[config.mk]
export PLATFORM = sky130hd
export DESIGN_NAME = gshare_branch_predictor
export DESIGN_NICKNAME = d
export VERILOG_FILES = /design/src/rtl/bp_pkg.sv /design/src/rtl/btb_table.sv /design/src/rtl/gshare_branch_predictor.sv
export SDC_FILE = /design/constraint.sdc
export NUM_CORES = 1
export LEC_CHECK = 0
export CORE_MARGIN = 2
export CORE_UTILIZATION = 49
export DETAILED_ROUTE_END_ITERATION = 8
export PLACE_DENSITY = 0.74
export RECOVER_POWER = 100
export SLEW_MARGIN = 10
export SYNTH_ARGS = -nofsm -noshare
export SYNTH_HDL_FRONTEND = slang
export SYNTH_SLANG_ARGS = --single-unit
export TNS_END_PERCENT = 100
[constraint.sdc]
create_clock -name clk -period 4.2 [get_ports clk]
set_input_delay 0.84 -clock clk [delete_from_list [all_inputs] [get_ports clk]]
set_output_delay 0.84 -clock clk [all_outputs]
set_load 0.02 [all_outputs]
[src/rtl/bp_pkg.sv]
// Shared widths, counter encoding and counter-step helper for the gshare predictor.
package bp_pkg;
  localparam int PC_W_DEF  = 5;
  localparam int GHR_W_DEF = 4;

  typedef enum logic [1:0] {
    SNT = 2'b00,
    WNT = 2'b01,
    WT  = 2'b10,
    ST  = 2'b11
  } ctr_t;

  localparam ctr_t PHT_RESET = WNT;

  // Saturating step of a 2-bit counter toward the resolved branch outcome.
  function automatic ctr_t ctr_next(input ctr_t c, input logic taken);
    ctr_t n;
    n = c;
    case (c)
      SNT:     n = taken ? WNT : SNT;
      WNT:     n = taken ? WT  : SNT;
      WT:      n = taken ? ST  : WNT;
      ST:      n = taken ? ST  : WT;
      default: n = c;
    endcase
    return n;
  endfunction
endpackage

[src/rtl/btb_table.sv]
// Direct-mapped, untagged branch target buffer: one valid bit and target per PC.
module btb_table
  import bp_pkg::*;
#(
  parameter int PC_W = PC_W_DEF
) (
  input  logic            clk,
  input  logic            reset,
  input  logic [PC_W-1:0] i_rd_addr,
  output logic            o_rd_valid,
  output logic [PC_W-1:0] o_rd_target,
  input  logic            i_wr_en,
  input  logic [PC_W-1:0] i_wr_addr,
  input  logic [PC_W-1:0] i_wr_target
);
  localparam int DEPTH = 2**PC_W;

  logic [DEPTH-1:0] r_valid;
  logic [PC_W-1:0]  r_target [DEPTH];

  always_ff @(posedge clk or negedge reset) begin
    if (!reset) begin
      r_valid <= '0;
      for (int i = 0; i < DEPTH; i++) r_target[i] <= '0;
    end else if (i_wr_en) begin
      r_valid[i_wr_addr]  <= 1'b1;
      r_target[i_wr_addr] <= i_wr_target;
    end
  end

  // Read port is purely combinational; a same-cycle write is not forwarded.
  assign o_rd_valid  = r_valid[i_rd_addr];
  assign o_rd_target = r_target[i_rd_addr];
endmodule

[src/rtl/gshare_branch_predictor.sv]
// Gshare predictor: PHT of 2-bit counters indexed by pc XOR global history, plus BTB,
// with the prediction snapshot registered across the IF/ID boundary.
module gshare_branch_predictor
  import bp_pkg::*;
#(
  parameter int PC_W  = PC_W_DEF,
  parameter int GHR_W = GHR_W_DEF
) (
  input  logic             clk,
  input  logic             reset,
  input  logic [PC_W-1:0]  pc_f,
  input  logic             if_id_write,
  input  logic             flush,
  input  logic             upd_valid,
  input  logic [PC_W-1:0]  upd_pc,
  input  logic [GHR_W-1:0] upd_idx,
  input  logic             upd_taken,
  input  logic [PC_W-1:0]  upd_target,
  output logic             pred_taken_f,
  output logic [PC_W-1:0]  pred_target_f,
  output logic             prediction_d,
  output logic             hit_d,
  output logic [GHR_W-1:0] ghr_d,
  output logic [GHR_W-1:0] idx_d
);
  localparam int PHT_DEPTH = 2**GHR_W;

  ctr_t             r_pht [PHT_DEPTH];
  logic [GHR_W-1:0] r_ghr;
  logic             r_prediction_d;
  logic             r_hit_d;
  logic [GHR_W-1:0] r_ghr_d;
  logic [GHR_W-1:0] r_idx_d;

  logic [GHR_W-1:0] w_idx_f;
  logic [1:0]       w_ctr_f;
  logic             w_hit_f;
  logic [PC_W-1:0]  w_target_f;
  logic             w_pred_taken_f;
  logic             w_btb_wr;

  assign w_idx_f        = pc_f[GHR_W-1:0] ^ r_ghr;
  assign w_ctr_f        = r_pht[w_idx_f];
  assign w_pred_taken_f = w_hit_f & w_ctr_f[1];
  assign w_btb_wr       = upd_valid & upd_taken;

  btb_table #(
    .PC_W(PC_W)
  ) u_btb (
    .clk        (clk),
    .reset      (reset),
    .i_rd_addr  (pc_f),
    .o_rd_valid (w_hit_f),
    .o_rd_target(w_target_f),
    .i_wr_en    (w_btb_wr),
    .i_wr_addr  (upd_pc),
    .i_wr_target(upd_target)
  );

  always_ff @(posedge clk or negedge reset) begin
    if (!reset) begin
      for (int i = 0; i < PHT_DEPTH; i++) r_pht[i] <= PHT_RESET;
    end else if (upd_valid) begin
      r_pht[upd_idx] <= ctr_next(r_pht[upd_idx], upd_taken);
    end
  end

  // History only advances on resolved branches, never on fetch-side guesses.
  always_ff @(posedge clk or negedge reset) begin
    if (!reset) begin
      r_ghr <= '0;
    end else if (upd_valid) begin
      r_ghr <= {r_ghr[GHR_W-2:0], upd_taken};
    end
  end

  // Flush outranks the hazard-unit stall so a squashed slot never survives a hold.
  always_ff @(posedge clk or negedge reset) begin
    if (!reset) begin
      r_prediction_d <= 1'b0;
      r_hit_d        <= 1'b0;
      r_ghr_d        <= '0;
      r_idx_d        <= '0;
    end else if (flush) begin
      r_prediction_d <= 1'b0;
      r_hit_d        <= 1'b0;
      r_ghr_d        <= '0;
      r_idx_d        <= '0;
    end else if (if_id_write) begin
      r_prediction_d <= w_pred_taken_f;
      r_hit_d        <= w_hit_f;
      r_ghr_d        <= r_ghr;
      r_idx_d        <= w_idx_f;
    end
  end

  assign pred_taken_f  = w_pred_taken_f;
  assign pred_target_f = w_target_f;
  assign prediction_d  = r_prediction_d;
  assign hit_d         = r_hit_d;
  assign ghr_d         = r_ghr_d;
  assign idx_d         = r_idx_d;
endmodule

==> impl_metrics.csv <==
group,metric,value,unit
cts,clockBufferDepth,3,
timing,fin_ws,0.120,ns
synthesis,synth_fp_nets,777,
synthesis,synthCells,752,
timing,finalSetupViolCount,0,
synthesis,syn_area,0.0109,mm²
cells_and_area,drive_gt1_frac,0.415,
floorplan,dieHeight,153,µm
worst_setup_path,reg2reg_from,"r_pht[27]",
grt,grt_util_all_layers,0.214,
timing,relSlewSlack,-1.14,
synthesis,synth_top_cell_area_share,0.507,
synthesis,ys_ff_latch,238,
routing,ant_nets,0,
worst_setup_path,crit_type,"input port to primary output",
min_path,min-delay-path-class,"flip-flop to flip-flop",
grt,grt_pass1_wl,39600,µm
synthesis,yosysWarnings,0,
routing,drc_errors,0,
cells_and_area,fin_nets,818,
synthesis,synth_ff_type,"dfrtp_1",
floorplan,core,0.0219,mm²
place,io_buffers,40,
timing,fmax,0.245,GHz
cts,h-tree-depth,1,
power,cellPowerDensity,504,mW/mm²
floorplan,fp.dieW,153,µm
floorplan,rows,54,
floorplan,die_area,0.0236,mm²
worst_setup_path,path_cells,"buf_2, buf_12, mux4_2, mux4_2, mux2_2, dlygate4sd3_1",
worst_setup_path,required,3.36,ns
power,p_leak,0.00566,µW
synthesis,avgSynthCellArea,14.6,µm²
timing,holdWs,0.465,ns
status,status,"finished, violations left",
timing,slew_violations,128,
routing,routed_wl,24500,µm
synthesis,synthDistinctLibCells,41,
cells_and_area,mostFrequentLayoutCells,"dfrtp_1, mux2_2, nor2_1",
worst_setup_path,start_kind,"input port",
cells_and_area,area_growth,14.9,%
floorplan,io_pins,41,
status,violations,"capacitance limit, slew limit",
place,routabilityCongestion,0.814,
routing,avgViaCountPerCell,5.91,
synthesis,synth-async-reset-ratio,1.00,
timing,timing.final.hold_violations,0,
synthesis,yosys.area.top_type,"dfrtp_1",
worst_setup_path,critPathLaunch,"pc_f[0]",
timing,finalClockSkew,0.00642,ns
timing,fin_crit,4.08,ns
synthesis,ys_seq_area_frac,0.546,
grt,grt_max_degree,130,
synthesis,synth_edf_count,0,
worst_setup_path,crit_top_cell,"mux4_2",
cells_and_area,fillerInstances,1704,
place,dp_hpwl,16700,µm
worst_setup_path,slowest_delay,0.67,ns
cells_and_area,final_common_cell,"dfrtp_1",
cts,cts-buffers-inserted,25,
worst_setup_path,regToRegSetupSlack,1.78,ns
cts,cts.sinks,238,
worst_setup_path,end_kind,"primary output",
routing,dr.pass1.iters,6,
place,preCtsSetupSlack,0.209,ns
min_path,hold_start,"u_btb.r_valid[8]",
grt,grt-ovfl-total,0,
cts,cts_root_buffer,"clkbuf_16",
timing,rsz0062_at_grt,"no",
synthesis,synth.area.top_cells,"dfrtp_1, mux2_2, mux4_2",
grt,antenna_found_initial,0,
cts,clock_latency,0.53,ns
timing,worst_pin_slew,3.21,ns
worst_setup_path,path_buf_inv,3,
timing,fin_setup_tns,0,ns
routing,drtIter0Drc,426,
worst_setup_path,path_delay_family,"multiplexers",
cts,path_clk_slew,0.06,ns
timing,min_period_over_period,0.971,
floorplan,initial_core_util,0.500,
cts,post_cts_buffers,0,
routing,wl_per_cell,22.5,µm
worst_setup_path,cp.arrival,3.24,ns
power,ir_drop,351,µV
worst_setup_path,path_max_fanout,24,
cts,tritoncts,"done",
routing,via_count,6451,
worst_setup_path,cp_slowest_cell,"dlygate4sd3_1",
grt,grt_pass1_vias,6973,
cells_and_area,antenna_cells,0,
flow_run,maxCapViolCount,1,
==> synthesized netlist by cell type, drive strengths merged (2+ instances only) <==
cell / instances
buf: 14
a22o: 2
a21oi: 20
nand2: 24
a211oi: 4
dfrtp: 222
clkbuf: 28
nor2: 63
nor3b: 3
or2: 21
nor3: 8
mux4: 62
xnor2: 2
nand3b: 7
a22oi: 4
mux2i: 20
nand2b: 15
nand3: 6
mux2: 184
nor2b: 8
a221oi: 2
dfstp: 16
xor2: 2
inv: 2
and2: 3
==> final cells by class <==
class                      instances  area [µm²]  area share
clock buffer                      34         729      0.0580
clock inverter                    12         159      0.0126
inverter                           2        7.51    0.000597
multi-input combinational        470        4780       0.380
sequential                       238        5980       0.475
tap                              280         350      0.0279
timing repair buffer              56         571      0.0454
==> path summary, 6_finish.rpt <==
| path | end | cells past startpoint |
|---|---|---|
| max | pred_target_f[0] | 6 |
| min | u_btb.r_valid[8] | 1 |
| max reg2reg | r_pht[28] | 5 |
| min reg2reg | u_btb.r_valid[8] | 1 |
| max in group asynchronous | r_pht[5] | 2 |
| min in group asynchronous | r_pht[11] | 1 |
==> per-stage QoR <==
stage          utilization  std cells  instance area, µm²  power [µW]
2_1_floorplan            -        752               10900        3690
3_3_place_gp         0.535       1046               11700        4000
3_5_place_dp         0.535       1046               11700        4080
4_1_cts              0.576       1092               12600        6410
5_1_grt              0.575       1092               12600        6630
6_report             0.575       1092               12600        6340
==> flip-flops by register name, summed over array words and instances (netlist names) <==
register	count
r_ghr	4
idx_d	4
u_btb.r_valid	32
r_pht	32
ghr_d	4
u_btb.r_target	160
hit_d	1
prediction_d	1
==> power by group <==
part	internal [µW]	switching, µW	total [µW]
clock	1410	916	2330
sequential	2740	219	2960
combinational	597	459	1060
==> routing by layer <==
layer  part of all wire  global-route usage  vias up
met4              0.021              0.0494        0
met5                  0                   0        -
met2               0.49               0.355      178
met1               0.43               0.295     3391
met3              0.057              0.0405       40
li1                   -                   -     2842
==> kinds of logic after synthesis <==
kind of cell	share of synthesized area
AOI/OAI and AO/OA	0.0217
xor gates and xnor gates	0.00320
adders and majority gates	0.00103
buffers and inverters	0.0171
DFF	0.546
muxes	0.338
and+or+nand+nor	0.0735
==> what timing repair did <==
action                                  in CTS  in global routing
endpoints found under the setup margin       0                  1
hold buffers                                 0                  0
gates resized for setup                      0                  1
Power figures use the tool's default switching activity.
